`config.mk`:
```
export PLATFORM = sky130hd
export DESIGN_NAME = avalon_arbiter_2to1
export DESIGN_NICKNAME = d
export VERILOG_FILES = /design/src/rtl/avalon_arbiter_2to1.sv
export SDC_FILE = /design/constraint.sdc
export NUM_CORES = 1
export LEC_CHECK = 0
export CAP_MARGIN = 20
export CELL_PAD_IN_SITES_DETAIL_PLACEMENT = 0
export CELL_PAD_IN_SITES_GLOBAL_PLACEMENT = 1
export CORE_ASPECT_RATIO = 0.5
export CORE_UTILIZATION = 11
export CTS_CLUSTER_DIAMETER = 150
export DETAILED_ROUTE_END_ITERATION = 16
export PLACE_DENSITY_LB_ADDON = 0.1
export SYNTH_ARGS = -nofsm -noshare
export SYNTH_HDL_FRONTEND = slang
export SYNTH_SLANG_ARGS = --single-unit
```
`constraint.sdc`:
```
create_clock -name clk -period 1.5 [get_ports clk]
set_input_delay 0.3 -clock clk [delete_from_list [all_inputs] [get_ports clk]]
set_output_delay 0.3 -clock clk [all_outputs]
set_load 0.02 [all_outputs]
```
`src/rtl/avalon_arbiter_2to1.sv`:
```
// Two-master, one-slave Avalon-MM arbiter placed in front of a single-port RAM.
// Master 0 is the instruction bus and master 1 is the data bus.
// Grants are registered and round-robin. A grant is held until its transfer
// completes, and one IDLE bubble follows before the next arbitration.
//
// Handshake: a transfer completes in any cycle where the granted master's
// s_read or s_write is high and s_waitrequest is low. A master sees
// waitrequest = 1 until that cycle, and it must hold its request stable
// while stalled. s_readdata is valid only in the completion cycle.
module avalon_arbiter_2to1 #(
    parameter int AW = 18,
    parameter int DW = 32
) (
    input  logic              clk,
    input  logic              rst,
    // master 0 (ibus)
    input  logic              m0_read,
    input  logic              m0_write,
    input  logic [AW-1:0]     m0_address,
    input  logic [DW/8-1:0]   m0_byte_enable,
    input  logic [DW-1:0]     m0_writedata,
    output logic [DW-1:0]     m0_readdata,
    output logic              m0_waitrequest,
    // master 1 (dbus)
    input  logic              m1_read,
    input  logic              m1_write,
    input  logic [AW-1:0]     m1_address,
    input  logic [DW/8-1:0]   m1_byte_enable,
    input  logic [DW-1:0]     m1_writedata,
    output logic [DW-1:0]     m1_readdata,
    output logic              m1_waitrequest,
    // slave
    output logic              s_read,
    output logic              s_write,
    output logic [AW-1:0]     s_address,
    output logic [DW/8-1:0]   s_byte_enable,
    output logic [DW-1:0]     s_writedata,
    input  logic [DW-1:0]     s_readdata,
    input  logic              s_waitrequest,
    // debug: current arbiter state (0 = IDLE, 1 = GNT0, 2 = GNT1)
    output logic [1:0]        dbg_state
);

    typedef enum logic [1:0] {
        IDLE = 2'd0,
        GNT0 = 2'd1,
        GNT1 = 2'd2
    } state_t;

    state_t state_q, state_d;
    logic   last_grant_q, last_grant_d;   // 0: m0 was granted last

    logic req0, req1;
    logic done;

    assign req0 = m0_read | m0_write;
    assign req1 = m1_read | m1_write;

    // Completion of the transfer currently on the slave port. In IDLE the
    // slave strobes are 0, so this only fires in a grant state.
    assign done = (s_read | s_write) & ~s_waitrequest;

    // State and round-robin pointer registers. Reset leaves the pointer at m1
    // so that m0 wins the first tie.
    always_ff @(posedge clk or negedge rst) begin
        if (!rst) begin
            state_q      <= IDLE;
            last_grant_q <= 1'b1;
        end else begin
            state_q      <= state_d;
            last_grant_q <= last_grant_d;
        end
    end

    // Next-state logic: arbitrate in IDLE and release the grant on completion
    // or when the granted master withdraws its request.
    always_comb begin
        state_d      = state_q;
        last_grant_d = last_grant_q;
        unique case (state_q)
            IDLE: begin
                if (req0 && (!req1 || last_grant_q)) begin
                    state_d      = GNT0;
                    last_grant_d = 1'b0;
                end else if (req1) begin
                    state_d      = GNT1;
                    last_grant_d = 1'b1;
                end
            end
            GNT0: begin
                if (!req0 || done) state_d = IDLE;
            end
            GNT1: begin
                if (!req1 || done) state_d = IDLE;
            end
            default: state_d = IDLE;
        endcase
    end

    // Output logic: route the granted master to the slave and stall the
    // other master. Only the granted master sees the slave's waitrequest.
    always_comb begin
        s_read         = 1'b0;
        s_write        = 1'b0;
        s_address      = '0;
        s_byte_enable  = '0;
        s_writedata    = '0;
        m0_waitrequest = 1'b1;
        m1_waitrequest = 1'b1;
        unique case (state_q)
            GNT0: begin
                s_read         = m0_read;
                s_write        = m0_write;
                s_address      = m0_address;
                s_byte_enable  = m0_byte_enable;
                s_writedata    = m0_writedata;
                m0_waitrequest = s_waitrequest;
            end
            GNT1: begin
                s_read         = m1_read;
                s_write        = m1_write;
                s_address      = m1_address;
                s_byte_enable  = m1_byte_enable;
                s_writedata    = m1_writedata;
                m1_waitrequest = s_waitrequest;
            end
            default: begin
            end
        endcase
    end

    // Read data is broadcast; it is meaningful only in the completion cycle of
    // the granted master.
    assign m0_readdata = s_readdata;
    assign m1_readdata = s_readdata;
    assign dbg_state   = state_q;

endmodule

```
==> results of run 1 <==
layer usage:
| layer | global-route usage, % | part of all wire (%) | vias up |
|---|---|---|---|
| met5 | 0 | 0 | - |
| met4 | 3.459 | 1.8 | 0 |
| met3 | 0.8290 | 3.5 | 32 |
| met2 | 23.31 | 56 | 42 |
| met1 | 13.14 | 39 | 1013 |
| li1 | - | - | 986 |
cells in the final DEF (no fill, tap or decap), types with 3 or more instances in the layout:
cell type / Yosys / layout
a22oi_1: 56 / 14
clkdlybuf4s50_1: 0 / 114
nor2b_4: 0 / 52
a22oi_2: 0 / 42
nor2b_2: 0 / 4
buf_16: 0 / 4
buf_6: 3 / 55
buf_4: 64 / 20
ha_4: 0 / 3
nor2_1: 3 / 3
buf_12: 0 / 9
clkbuf_16: 0 / 5
synthesized netlist by cell type (all sizes together):
cell | n | area [µm²]
buf | 73 | 544.3
a22oi | 56 | 420.4
nor2b | 56 | 350.3
clkbuf | 10 | 38.78
inv | 4 | 15.01
o21ai | 4 | 20.01
ha | 3 | 37.54
nand2b | 3 | 18.77
nor2 | 3 | 11.26
dfrtp | 2 | 50.05
nor3 | 2 | 15.01
o21a | 2 | 15.01
a21oi | 1 | 5.000
a221o | 1 | 10.01
a2bb2oi | 1 | 8.760
dfstp | 1 | 26.28
o211a | 1 | 10.01
o21ba | 1 | 10.01
metrics by stage:
step	utilization, %	TNS [ns]	std cells	hold WS, ns	setup slack, ns
after detailed placement	26.36	-38.32	525	0.4606	-0.6993
after global placement	26.36	-37.54	525	0.4552	-0.6865
after floorplan	-	-6.329	224	0.004409	-0.1209
after CTS	30.46	-21.58	545	0.2657	-0.4129
final	31.23	-20.09	546	0.2632	-0.3864
after global routing	31.23	-23.76	546	0.2697	-0.4529
power groups by stage:
stage	logic, mW	clock network (mW)	registers [mW]
after floorplan	4.12	0	0.189
after global placement	5.88	0	0.164
after detailed placement	5.90	0	0.165
after CTS	7.74	0.429	0.183
after global routing	8.34	0.434	0.189
final	7.88	0.420	0.182
flip-flops by register name (all words and copies together) (netlist names):
register      flops
dbg_state         2
last_grant_q      1
timing repair:
| item | CTS | global route |
|---|---|---|
| resized for setup | 378 | 26 |
| setup endpoints to repair | 62 | 60 |
| setup buffers | 9 | 2 |
| cloned | 7 | 2 |
| pin swaps | 3 | 1 |
cell families after synthesis:
group | after synthesis
AOI/OAI and AO/OA | 67
DFF | 3
buffers and inverters | 87
adders and majority gates | 3
and+or+nand+nor | 64
how the worst min path moves through the flow:
stage	end	start	slack, ns
after floorplan	dbg_state[0]$_DFFE_PN0P_	rst	0.004
after global placement	last_grant_q$_DFFE_PN1P_	last_grant_q$_DFFE_PN1P_	0.46
after detailed placement	last_grant_q$_DFFE_PN1P_	last_grant_q$_DFFE_PN1P_	0.46
after CTS	dbg_state[0]$_DFFE_PN0P_	rst	0.27
after global routing	dbg_state[1]$_DFFE_PN0P_	rst	0.27
final	dbg_state[0]$_DFFE_PN0P_	rst	0.26
area by class of cell:
cell class,instances,area (µm²)
flip-flops and latches,3,78.83
fillers,1416,9552
clock buffers,4,78.83
multi-input cells,134,1595
inverters,4,20.02
repair buffers,209,2323
well taps,192,240.2
worst max-delay path, stage by stage (launching register included):
cell and delay (ns):
dfrtp_2 0.41, inv_4 0.06, ha_4 0.32, bufbuf_16 0.29, nor2b_4 0.13, buf_4 0.14
==> metrics.txt, run 1 <==
outcome complete, but fails checks; failing checks negative setup slack; xor/xnor share of the synthesized area 0%; Simple-Gate Fraction of Synth Area between 20% and 30%; Compound-Gate Fraction of Synth Area between 30% and 40%; Worst EP arrival between 1.5 and 2 ns; final setup vio count 60; largest family of logic cells by synthesized area buffers and inverters; Final min period approximately 1.9 ns; Seq pwr share between 2 and 2.5%; achievable frequency roughly 530 MHz; clock sinks 3; synthesized flop and latch total 3; worst rel slew slack about four fifths; PnR worst setup slack -0.3864 ns; gp weighted congestion 0.7334; Synth Net Count roughly 370; antenna violations before repair 0; max cap viols 0; DRC 0; Power Total approximately 8.5 mW; FP Rows 30; Distinct cells, synth 23; Worst EP required 1.20 ns; Detail Route Antenna Nets 0; R2R Path End dbg_state[0]$_DFFE_PN0P_; global route total overflow 0; ant diodes 0; critical setup path kind reg -> out; DP Area about 3700 µm²; Die Wd between 150 and 200 µm; DRT Pass-1 Iters 2; design area between 4000 and 5000 µm²; H-tree depth 1; WL/cell ~17 µm; Synth Area per Inst 7.172 µm²; GRT Overall Usage a little under an eighth; Post-Synth Adder-Cell Area ~2.3%; cell internal pwr about 5.0 mW; share of cells above drive strength 1 between 50% and 60%; combinational share of power around 93%; Cells after Synth ~220; Iteration-0 DRC Markers 35; Final Hold Fails 0; CP Launch Type flip-flop; Reg-to-Reg Start dbg_state[0]$_DFFE_PN0P_; Worst Max-Slew Pin Slew 0.2782 ns; Worst Setup EP s_writedata[9]; Port Buffers ~170; core area approximately 14000 µm²; first-pass GRT wire length about 13 mm; vias in the first global route roughly 2300; Ys Warns 0; number of top-level pins around 270; static leakage 1.645 nW; pin count of the biggest net entering global routing 23; RSZ-0062 raised after global routing true; CTS tree built; R2R Setup Slk -0.26 ns; Slew Limit Fails 0; clock group share of total power around 5.0%; post-synthesis mux area share 0%; Die Y between 80 and 90 µm; clk root buf clkbuf_16; hpwl dp between 6 and 7 mm; Final period util 125.8%; cells on worst reg2reg path 7; register area share after synthesis 4.751%; skew final ~0.0007 ns; vias per cell about 3.8; worst min-delay path class in -> async; Crit Path Max Fanout 9; pwr dens 1957 nW/µm²; Vias 2073; hold buffers post-CTS 0; Cell Area, Synth 1607 µm²; Num CTS Buffers 3; Peak VDD IR approximately 0.60 mV; Worst Setup SP dbg_state[0]$_DFFE_PN0P_; Starting Density between 10% and 20%; Worst-Skew Late Latency approximately 0.22 ns; Routed WL 9.349 mm; Sw Ratio between 40 and 50%; Critical Path Sink Type output pin; Reg clk slew, reported paths ~0.030 ns; area grow syn2layout 169.9%; NetSw between 3 and 4 mW; Layout Nets about 510; CTS max path bufs 2; die footprint 15120 µm²
No activity file was read; power rests on OpenSTA's default activity.
==> run 2: changes to the inputs <==
--- a/config.mk
+++ b/config.mk
@@ -5,11 +5,10 @@
 export SDC_FILE = /design/constraint.sdc
 export NUM_CORES = 1
 export LEC_CHECK = 0
-export CAP_MARGIN = 20
 export CELL_PAD_IN_SITES_DETAIL_PLACEMENT = 0
 export CELL_PAD_IN_SITES_GLOBAL_PLACEMENT = 1
 export CORE_ASPECT_RATIO = 0.5
-export CORE_UTILIZATION = 11
+export CORE_UTILIZATION = 12
 export CTS_CLUSTER_DIAMETER = 150
 export DETAILED_ROUTE_END_ITERATION = 16
 export PLACE_DENSITY_LB_ADDON = 0.1
==> constraint.sdc (replaced) <==
create_clock -name clk -period 1.9 [get_ports clk]
set_input_delay 0.38 -clock clk [delete_from_list [all_inputs] [get_ports clk]]
set_output_delay 0.38 -clock clk [all_outputs]
set_load 0.02 [all_outputs]
==> metrics.txt, run 2 (synthesis gave the netlist of run 1 again) <==
Reg area between 70 and 80 µm²; hold buffers post-CTS 0; Worst Max-Slew Pin Slew between 0.2 and 0.3 ns; critical setup path kind reg -> out; share of cells above drive strength 1 between 60% and 70%; DRC 30; Worst Setup SP dbg_state[0]$_DFFE_PN0P_; FP Rows 29; Final period util 109.0%; static leakage roughly 1.7 nW; vias per cell 4.037; pin count of the biggest net entering global routing 24; RSZ-0062 raised after global routing true; Layout Utilization about a third; Routed WL ~11 mm; Crit Path Max Fanout 5; Die Wd between 150 and 200 µm; Slew Limit Fails 0; most common cell after layout, fill and taps aside clkdlybuf4s50_1; Detail Route Antenna Nets 0; H-tree depth 1; max cap viols 0; uppermost layer routed met4; CP Launch Type flip-flop; Reg clk slew, reported paths about 0.03 ns; Final min period 2.070 ns; number of top-level pins 271; Vias around 2200; ant diodes 0; first-pass GRT wire length about 15 mm; outcome complete, but fails checks; WL/cell about 21 µm; crit-path leading delay family buffers and inverters; most used cell, CP buf_6; Post-Route M1 WL 4.689 mm; Layout Nets 515; DRT Pass-1 Iters 10; antenna violations before repair 0; peak per-stage delay on the critical path slightly below 0.4 ns; Peak VDD IR ~0.61 mV; failing checks design-rule violations, negative setup slack; CTS tree built; Starting Density between 10% and 20%; Setup TNS -5.026 ns; commonest non-fill, non-tap cells in the layout clkdlybuf4s50_1 (116), a22oi_2 (55), buf_6 (55); Multi-input gate area 1528 µm²; worst min-delay path class in -> async; pwr dens ~1600 nW/µm²; Reg-to-Reg Start dbg_state[1]$_DFFE_PN0P_; area grow syn2layout 175.5%; Critical Path Sink Type output pin; Port Buffers roughly 170; CP cell instances buf_6, ha_4, buf_12, buf_16, buf_6, a22oi_2, nor2b_1, buf_4; GRT Overall Usage roughly 14%; max reg flops 2; Num CTS Buffers 3; CTS max path bufs 2; achievable frequency 483.1 MHz; clock sinks 3; skew final around 0.0022 ns; final setup vio count 54; met3 routed WL a little under 800 µm; core area around 13000 µm²; Die Y roughly 84 µm; Final Hold Fails 0; Worst EP required 1.52 ns; global route total overflow 0; die footprint about 14000 µm²; clk root buf clkbuf_16; gp weighted congestion just under 0.8; vias in the first global route approximately 2300; Iteration-0 DRC Markers 69; Worst EP arrival between 1.5 and 2 ns; PnR worst setup slack -0.1701 ns; Worst-Skew Late Latency around 0.22 ns; worst rel slew slack between 80% and 90%; slowest CP cell dfrtp_1; met2 wire len roughly 5.5 mm; hpwl dp between 7 and 8 mm; fillers ~1300; WP buf/inv 5
## run 2: changes by cell type in the layout (fill, tap and decap cells not counted), moves of 6 or more
| cell | delta |
|---|---|
| nor2b_4 | -22 |
| a22oi_2 | +13 |
| a22oi_1 | -13 |
| nor2b_2 | +19 |
| buf_4 | -6 |
## run 2: power by group
part,switching (mW),internal (mW)
Clock,0.0578,0.277
Sequential,0.0192,0.103
Combinational,2.84,3.74
Total,2.92,4.12
## run 2: through the flow
stage | cells | cell area, µm² | hold slack [ns] | setup slack (ns) | power [mW]
final | 534 | 4425 | 0.3551 | -0.1701 | 7.041
after global routing | 534 | 4425 | 0.3629 | -0.2269 | 7.406
after CTS | 525 | 4073 | 0.3595 | -0.1688 | 6.410
after detailed placement | 499 | 3226 | 0.4565 | -0.3373 | 3.861
after global placement | 499 | 3226 | 0.4462 | -0.3272 | 3.850
after floorplan | 224 | 1707 | 0.08441 | -0.004598 | 2.461
## run 2: final timing paths
check	endpoint	slack [ns]	cells after the start
setup reg to reg	dbg_state[0]$_DFFE_PN0P_	0.21	6
setup / recovery	s_byte_enable[3]	-0.17	8
hold / removal	dbg_state[1]$_DFFE_PN0P_	0.36	1
max in group asynchronous	last_grant_q$_DFFE_PN1P_	1.31	1
min in group clk	last_grant_q$_DFFE_PN1P_	0.47	2
hold reg to reg	last_grant_q$_DFFE_PN1P_	0.47	2
## run 2: layout make-up
type	count	area share (%)
Clock buffer	4	1.781
Inverter	4	0.4524
Multi-Input combinational cell	134	34.52
Sequential cell	3	1.725
Tap cell	170	4.806
Timing Repair Buffer	219	56.71
## run 2: per-layer routing
layer | vias to the layer above | track usage [%]
li1 | 1003 | -
met2 | 119 | 27.00
met1 | 1008 | 15.86
met4 | 0 | 4.163
met5 | - | 0
met3 | 26 | 3.841
## run 2: timing repair
action | 4_1_cts | 5_1_grt
cloned | 11 | 6
setup endpoints to repair | 58 | 57
pin swaps | 10 | 17
buffers inserted | 11 | 6
resized for setup | 385 | 62
